<file path="src/rtl/inst_decode_queue_if.sv">
// Handshake bundle between IF, the IF/ID instruction queue and the ID decoder.
// The queue takes the slave modport; the fetch/decode side takes master.
interface inst_decode_queue_if #(
  parameter int unsigned WIDTH      = 2,
  parameter int unsigned DEPTH      = 8,
  parameter int unsigned ADDR_WIDTH = 32,
  parameter int unsigned INST_WIDTH = 32,
  parameter int unsigned GHR_WIDTH  = 5
);
  localparam int unsigned PopW = $clog2(WIDTH + 1);
  localparam int unsigned CntW = $clog2(DEPTH + 1);

  logic                          flush;
  logic [WIDTH-1:0]              push_valid;
  logic [WIDTH*ADDR_WIDTH-1:0]   push_pc;
  logic [WIDTH*INST_WIDTH-1:0]   push_inst;
  logic [WIDTH-1:0]              push_taken;
  logic [WIDTH*GHR_WIDTH-1:0]    push_pht_index;
  logic                          push_ready;
  logic [WIDTH-1:0]              out_valid;
  logic [WIDTH*ADDR_WIDTH-1:0]   out_pc;
  logic [WIDTH*INST_WIDTH-1:0]   out_inst;
  logic [WIDTH-1:0]              out_taken;
  logic [WIDTH*GHR_WIDTH-1:0]    out_pht_index;
  logic [PopW-1:0]               pop_count;
  logic [CntW-1:0]               count;

  modport master (
    output flush, push_valid, push_pc, push_inst, push_taken, push_pht_index, pop_count,
    input  push_ready, out_valid, out_pc, out_inst, out_taken, out_pht_index, count
  );

  modport slave (
    input  flush, push_valid, push_pc, push_inst, push_taken, push_pht_index, pop_count,
    output push_ready, out_valid, out_pc, out_inst, out_taken, out_pht_index, count
  );
endinterface

</file>
<file path="src/rtl/inst_decode_queue.sv">
// IF/ID instruction queue: WIDTH-lane push, WIDTH-lane prefix pop, circular buffer of
// DEPTH entries with synchronous reset and full flush. DEPTH must be a power of two >= 2.
module inst_decode_queue #(
  parameter int unsigned WIDTH      = 2,
  parameter int unsigned DEPTH      = 8,
  parameter int unsigned ADDR_WIDTH = 32,
  parameter int unsigned INST_WIDTH = 32,
  parameter int unsigned GHR_WIDTH  = 5
) (
  input logic               clk,
  input logic               rst,
  inst_decode_queue_if.slave q
);
  localparam int unsigned PtrW = $clog2(DEPTH);
  localparam int unsigned CntW = $clog2(DEPTH + 1);
  localparam int unsigned PopW = $clog2(WIDTH + 1);

  // Storage is deliberately not reset; validity comes from count_q alone.
  logic [ADDR_WIDTH-1:0] pc_q    [DEPTH];
  logic [INST_WIDTH-1:0] inst_q  [DEPTH];
  logic                  taken_q [DEPTH];
  logic [GHR_WIDTH-1:0]  pht_q   [DEPTH];

  logic [PtrW-1:0] head_q, head_d;
  logic [PtrW-1:0] tail_q, tail_d;
  logic [CntW-1:0] count_q, count_d;

  logic [PopW-1:0] n_push;
  logic            push_ready;
  logic            do_push;

  logic [WIDTH-1:0]            out_valid;
  logic [WIDTH*ADDR_WIDTH-1:0] out_pc;
  logic [WIDTH*INST_WIDTH-1:0] out_inst;
  logic [WIDTH-1:0]            out_taken;
  logic [WIDTH*GHR_WIDTH-1:0]  out_pht_index;

  always_comb begin
    n_push = '0;
    for (int i = 0; i < WIDTH; i++) begin
      n_push = n_push + PopW'(q.push_valid[i]);
    end
  end

  // Registered count only: a same-cycle pop never frees room for a push.
  assign push_ready = (CntW'(DEPTH) - count_q) >= CntW'(WIDTH);
  assign do_push    = push_ready & ~q.flush & ~rst;

  always_comb begin
    head_d  = head_q + PtrW'(q.pop_count);
    tail_d  = do_push ? tail_q + PtrW'(n_push) : tail_q;
    count_d = count_q + (do_push ? CntW'(n_push) : CntW'(0)) - CntW'(q.pop_count);
  end

  always_ff @(posedge clk) begin
    if (rst || q.flush) begin
      head_q  <= '0;
      tail_q  <= '0;
      count_q <= '0;
    end else begin
      head_q  <= head_d;
      tail_q  <= tail_d;
      count_q <= count_d;
    end
  end

  always_ff @(posedge clk) begin
    if (do_push) begin
      for (int i = 0; i < WIDTH; i++) begin
        if (PopW'(i) < n_push) begin
          pc_q[tail_q + PtrW'(i)]    <= q.push_pc[i*ADDR_WIDTH +: ADDR_WIDTH];
          inst_q[tail_q + PtrW'(i)]  <= q.push_inst[i*INST_WIDTH +: INST_WIDTH];
          taken_q[tail_q + PtrW'(i)] <= q.push_taken[i];
          pht_q[tail_q + PtrW'(i)]   <= q.push_pht_index[i*GHR_WIDTH +: GHR_WIDTH];
        end
      end
    end
  end

  // Invalid lanes drive zero so downstream never sees stale storage.
  always_comb begin
    out_valid     = '0;
    out_pc        = '0;
    out_inst      = '0;
    out_taken     = '0;
    out_pht_index = '0;
    for (int i = 0; i < WIDTH; i++) begin
      out_valid[i] = count_q > CntW'(i);
      if (out_valid[i]) begin
        out_pc[i*ADDR_WIDTH +: ADDR_WIDTH]       = pc_q[head_q + PtrW'(i)];
        out_inst[i*INST_WIDTH +: INST_WIDTH]     = inst_q[head_q + PtrW'(i)];
        out_taken[i]                             = taken_q[head_q + PtrW'(i)];
        out_pht_index[i*GHR_WIDTH +: GHR_WIDTH]  = pht_q[head_q + PtrW'(i)];
      end
    end
  end

  assign q.push_ready    = push_ready;
  assign q.count         = count_q;
  assign q.out_valid     = out_valid;
  assign q.out_pc        = out_pc;
  assign q.out_inst      = out_inst;
  assign q.out_taken     = out_taken;
  assign q.out_pht_index = out_pht_index;

endmodule

</file>
<file path="src/flat_wrapper.sv">
// flat-port wrapper written by rule: the top's interface ports become plain ports
module inst_decode_queue_flat 
#(
  parameter int unsigned WIDTH      = 2,
  parameter int unsigned DEPTH      = 8,
  parameter int unsigned ADDR_WIDTH = 32,
  parameter int unsigned INST_WIDTH = 32,
  parameter int unsigned GHR_WIDTH  = 5
)
  (clk, rst, q_flush, q_push_valid, q_push_pc, q_push_inst, q_push_taken, q_push_pht_index, q_pop_count, q_push_ready, q_out_valid, q_out_pc, q_out_inst, q_out_taken, q_out_pht_index, q_count);
  inst_decode_queue_if #(.WIDTH(WIDTH), .DEPTH(DEPTH), .ADDR_WIDTH(ADDR_WIDTH), .INST_WIDTH(INST_WIDTH), .GHR_WIDTH(GHR_WIDTH)) q_i ();
  input logic clk;
  input logic rst;
  input wire logic [$bits(q_i.flush)-1:0] q_flush;
  input wire logic [$bits(q_i.push_valid)-1:0] q_push_valid;
  input wire logic [$bits(q_i.push_pc)-1:0] q_push_pc;
  input wire logic [$bits(q_i.push_inst)-1:0] q_push_inst;
  input wire logic [$bits(q_i.push_taken)-1:0] q_push_taken;
  input wire logic [$bits(q_i.push_pht_index)-1:0] q_push_pht_index;
  input wire logic [$bits(q_i.pop_count)-1:0] q_pop_count;
  output wire logic [$bits(q_i.push_ready)-1:0] q_push_ready;
  output wire logic [$bits(q_i.out_valid)-1:0] q_out_valid;
  output wire logic [$bits(q_i.out_pc)-1:0] q_out_pc;
  output wire logic [$bits(q_i.out_inst)-1:0] q_out_inst;
  output wire logic [$bits(q_i.out_taken)-1:0] q_out_taken;
  output wire logic [$bits(q_i.out_pht_index)-1:0] q_out_pht_index;
  output wire logic [$bits(q_i.count)-1:0] q_count;
  assign q_i.flush = q_flush;
  assign q_i.push_valid = q_push_valid;
  assign q_i.push_pc = q_push_pc;
  assign q_i.push_inst = q_push_inst;
  assign q_i.push_taken = q_push_taken;
  assign q_i.push_pht_index = q_push_pht_index;
  assign q_i.pop_count = q_pop_count;
  assign q_push_ready = q_i.push_ready;
  assign q_out_valid = q_i.out_valid;
  assign q_out_pc = q_i.out_pc;
  assign q_out_inst = q_i.out_inst;
  assign q_out_taken = q_i.out_taken;
  assign q_out_pht_index = q_i.out_pht_index;
  assign q_count = q_i.count;
  inst_decode_queue #(.WIDTH(WIDTH), .DEPTH(DEPTH), .ADDR_WIDTH(ADDR_WIDTH), .INST_WIDTH(INST_WIDTH), .GHR_WIDTH(GHR_WIDTH)) u_core (.clk(clk), .rst(rst), .q(q_i));
endmodule
</file>
<file path="config.mk">
export PLATFORM = sky130hd
export DESIGN_NAME = inst_decode_queue_flat
export DESIGN_NICKNAME = d
export VERILOG_FILES = /design/src/rtl/inst_decode_queue_if.sv /design/src/rtl/inst_decode_queue.sv /design/src/flat_wrapper.sv
export SDC_FILE = /design/constraint.sdc
export NUM_CORES = 1
export LEC_CHECK = 0
export BUFFER_PORTS_ARGS = -buffer_cell sky130_fd_sc_hd__clkbuf_2
export CORE_ASPECT_RATIO = 2
export CORE_MARGIN = 1.5
export CORE_UTILIZATION = 61
export DETAILED_ROUTE_END_ITERATION = 16
export PLACE_DENSITY = 0.81
export SKIP_LAST_GASP = 1
export SLEW_MARGIN = 20
export SYNTH_ARGS = -nofsm -noshare
export SYNTH_HDL_FRONTEND = slang
export SYNTH_SLANG_ARGS = --single-unit
</file>
<file path="constraint.sdc">
create_clock -name clk -period 13.9 [get_ports clk]
set_input_delay 2.085 -clock clk [delete_from_list [all_inputs] [get_ports clk]]
set_output_delay 2.085 -clock clk [all_outputs]
set_load 0.01 [all_outputs]
</file>
==> flow_summary_export.csv <==
group,metric,value,unit
run_status,status,"finished, final reports clean",
logic_synthesis,synth_area,0.0334,mm^2
logic_synthesis,yosys.area.top_type_share,0.504,
floorplan,start_util,0.615,
finish,drive_above_1_share,0.556,
finish,layout.nets,2426,
global_route,grt_use_met1,0.396,
cts,cts_max_path_buffers,3,
sta,post-route-period-util,0.478,
global_route,grt_max_degree,65,
logic_synthesis,yosysTopAreaCell,"edfxtp_1",
logic_synthesis,ys_warn_count,0,
power,power_density,115,mW/mm^2
cts,worstSkewPairLatency,610,ps
drt,ant_nets,0,
setup_path,crit_buf_inv,3,
setup_path,start_kind,"register",
drt,drc,0,
floorplan,core,0.0542,mm^2
placed_design,portBuffers,293,
logic_synthesis,synth-async-reset-ratio,0,
drt,drt-total-wl,95400,um
sta,fmax,150,MHz
sta,hold_viol_final,0,
logic_synthesis,synthTopCellsByArea,"edfxtp_1 (50%), mux4_2 (19%), mux2_2 (17%), mux2_4 (3.1%), mux2i_1 (2.1%)",
setup_path,path_max_fanout,64,
setup_path,cp_cell_sequence,"buf_4 > buf_4 > mux4_2 > nand2_1 > a21oi_1 > clkbuf_2",
finish,area_growth_syn_to_layout,11.5,%
setup_path,crit_top_cell,"buf_4",
power,power_leakage,12.6,nW
setup_path,worstPathArrival,4560,ps
floorplan,dieWidth,168,um
logic_synthesis,synthFlopType,"edfxtp_1",
global_route,antenna_found_initial,20,
sta,post-route-min-period,6650,ps
global_route,grt_util_met2,0.605,
logic_synthesis,synth_edf_count,560,
cts,root_buffer,"clkbuf_16",
drt,drt-initial-drc-count,2320,
run,cap_violations,0,
sta,rsz0062_at_grt,"false",
sta,setup_viol,0,
sta,tns,0,ps
floorplan,die_y,334,um
global_route,grt_pass1_vias,22700,
drt,routed_via_density,7.07,
logic_synthesis,synthCells,2039,
power,peakVddDrop,0.109,mV
setup_path,worstSetupPathType,"reg2out",
floorplan,rows,121,
global_route,overflow,0,
cts,clkTransAtPathRegs,70,ps
setup_path,cp_top_family,"buffers and inverters",
setup_path,cp_slowest_stage_delay,940,ps
logic_synthesis,ys_seq_elements,570,
floorplan,io_pins,294,
global_route,grt_util_all_layers,0.345,
cts,cts_buffers,50,
placed_design,gp_congestion,0.845,
power,power,4.26,mW
setup_path,cp_slowest_cell,"dfxtp_4",
sta,slew_violations,0,
placed_design,place_hpwl,55200,um
logic_synthesis,yosysSeqAreaShare,0.510,
cts,hold_buffers,0,
drt,routedWlPerCell,31.9,um
global_route,grtUsageMet3,0.0657,
setup_path,cp-end-kind,"primary output",
drt,vias,21200,
logic_synthesis,synth_cell_types,40,
logic_synthesis,synth_fp_nets,2205,
sta,fin_worst_skew,20.7,ps
worst_hold_path,hold_path_class,"reg2reg",
setup_path,critPathRequiredTime,11810,ps
cts,ctsResizeCount,0,
global_route,busiest_layer,"met2",
logic_synthesis,avgSynthCellArea,16.4,um^2
cts,post_cts_buffers,0,
sta,tightest_slew,1140,ps
drt,drtPass1Iterations,6,
floorplan,die-area,0.0562,mm^2
sta,relSlewSlack,0.238,
cts,cts_tree,"yes",
global_route,grt_pass1_wl,142000,um
cts,cts.sinks,570,
cts,cts_htree_levels,2,
layout make-up:
| class | count | area [um^2] |
|---|---|---|
| Sequential cell | 570 | 17000 |
| Fill cell | 3696 | 17000 |
| Multi-Input combinational cell | 1283 | 15700 |
| Timing Repair Buffer | 336 | 1810 |
| Clock buffer | 65 | 1410 |
| Tap cell | 676 | 846 |
| Clock inverter | 29 | 292 |
| Inverter | 19 | 71.3 |
| Antenna cell | 18 | 45.0 |
kinds of logic (layout without fill, tap and decap cells):
logic type               Yosys count  after routing  share of synthesized area
XOR/XNOR                          10             10                    0.00263
flip-flops                       570            570                      0.510
buffers and inverters            186            449                     0.0262
AND/OR/NAND/NOR                  247            247                     0.0296
multiplexers                     910            910                      0.407
other                              0             18                          0
AO/OA/AOI/OAI                     97             97                     0.0167
adder cells (fa/ha/maj)           19             19                    0.00803
per-layer routing:
metal	wire length, um	up-vias	part of all wire
met5	18	-	0.00019
li1	-	8701	-
met4	5160	4	0.054
met3	7920	287	0.083
met1	32600	11000	0.34
met2	49700	1148	0.52
worst min-delay path: stages, from the launching register on:
cell and delay (ps):
dfxtp_1 430, nand2_1 120, o21ai_0 70
per-stage QoR:
step	setup slack [ps]	instances	util	instance area [um^2]	hold slack, ps
floorplan	3590	2039	-	33400	547
global placement	7820	2883	0.653	35400	613
detailed placement	7820	2883	0.653	35400	642
CTS	7170	2977	0.685	37100	654
global route	6930	2995	0.686	37200	717
finish	7250	2996	0.686	37200	665
power by group:
group	switching [mW]	total, mW	internal [mW]
clock network	0.650	1.48	0.827
registers	0.0333	1.97	1.94
logic	0.476	0.815	0.339
path summary, 6_finish.rpt:
check                                     start                            end  slack (ps)  depth (start not counted)
setup / recovery    u_core.head_q[0]$_SDFF_PP0_                 q_out_inst[59]        7250                          6
hold / removal    u_core.tail_q[2]$_SDFFE_PP0P_  u_core.tail_q[2]$_SDFFE_PP0P_         670                          2
setup reg to reg  u_core.tail_q[1]$_SDFFE_PP0P_   u_core.pc_q[6][28]$_DFFE_PP_        9810                          7
hold reg to reg   u_core.tail_q[2]$_SDFFE_PP0P_  u_core.tail_q[2]$_SDFFE_PP0P_         670                          2
registers in the layout, summed over array words and instances, names as in the netlist:
signal and cells:
u_core.inst_q 256, u_core.pc_q 256, u_core.pht_q 40, u_core.taken_q 8, u_core.q.count 4, u_core.head_q 3
u_core.tail_q 3
cell usage in the layout (no fill, tap or decap), types with 7 or more instances in the layout:
master	instances
edfxtp_1	560
mux2_2	491
clkbuf_2	293
mux4_2	280
nand2_1	148
nor2_1	79
a21oi_1	74
mux2i_1	70
mux2_4	69
clkbuf_16	53
buf_4	42
inv_1	19
diode_2	18
ha_1	14
clkinv_1	13
clkbuf_1	8
dfxtp_1	7
cell usage after synthesis, types with 2 or more instances:
cell type,n
mux2i_1,70
ha_1,15
buf_6,8
fa_1,4
nand3_1,5
nor2_1,79
or3_1,2
xnor2_1,6
a21oi_1,74
o41ai_1,2
xor2_1,4
a21oi_2,4
dfxtp_1,10
nand2_1,148
and2_1,4
a41o_1,2
buf_1,15
mux2_2,491
buf_2,89
mux4_2,280
nand2b_1,2
nor3_1,3
inv_1,19
edfxtp_1,560
o21ai_0,4
a211o_1,4
mux2_4,69
clkbuf_1,54
Note: power is estimated with default switching activity, not from simulation.
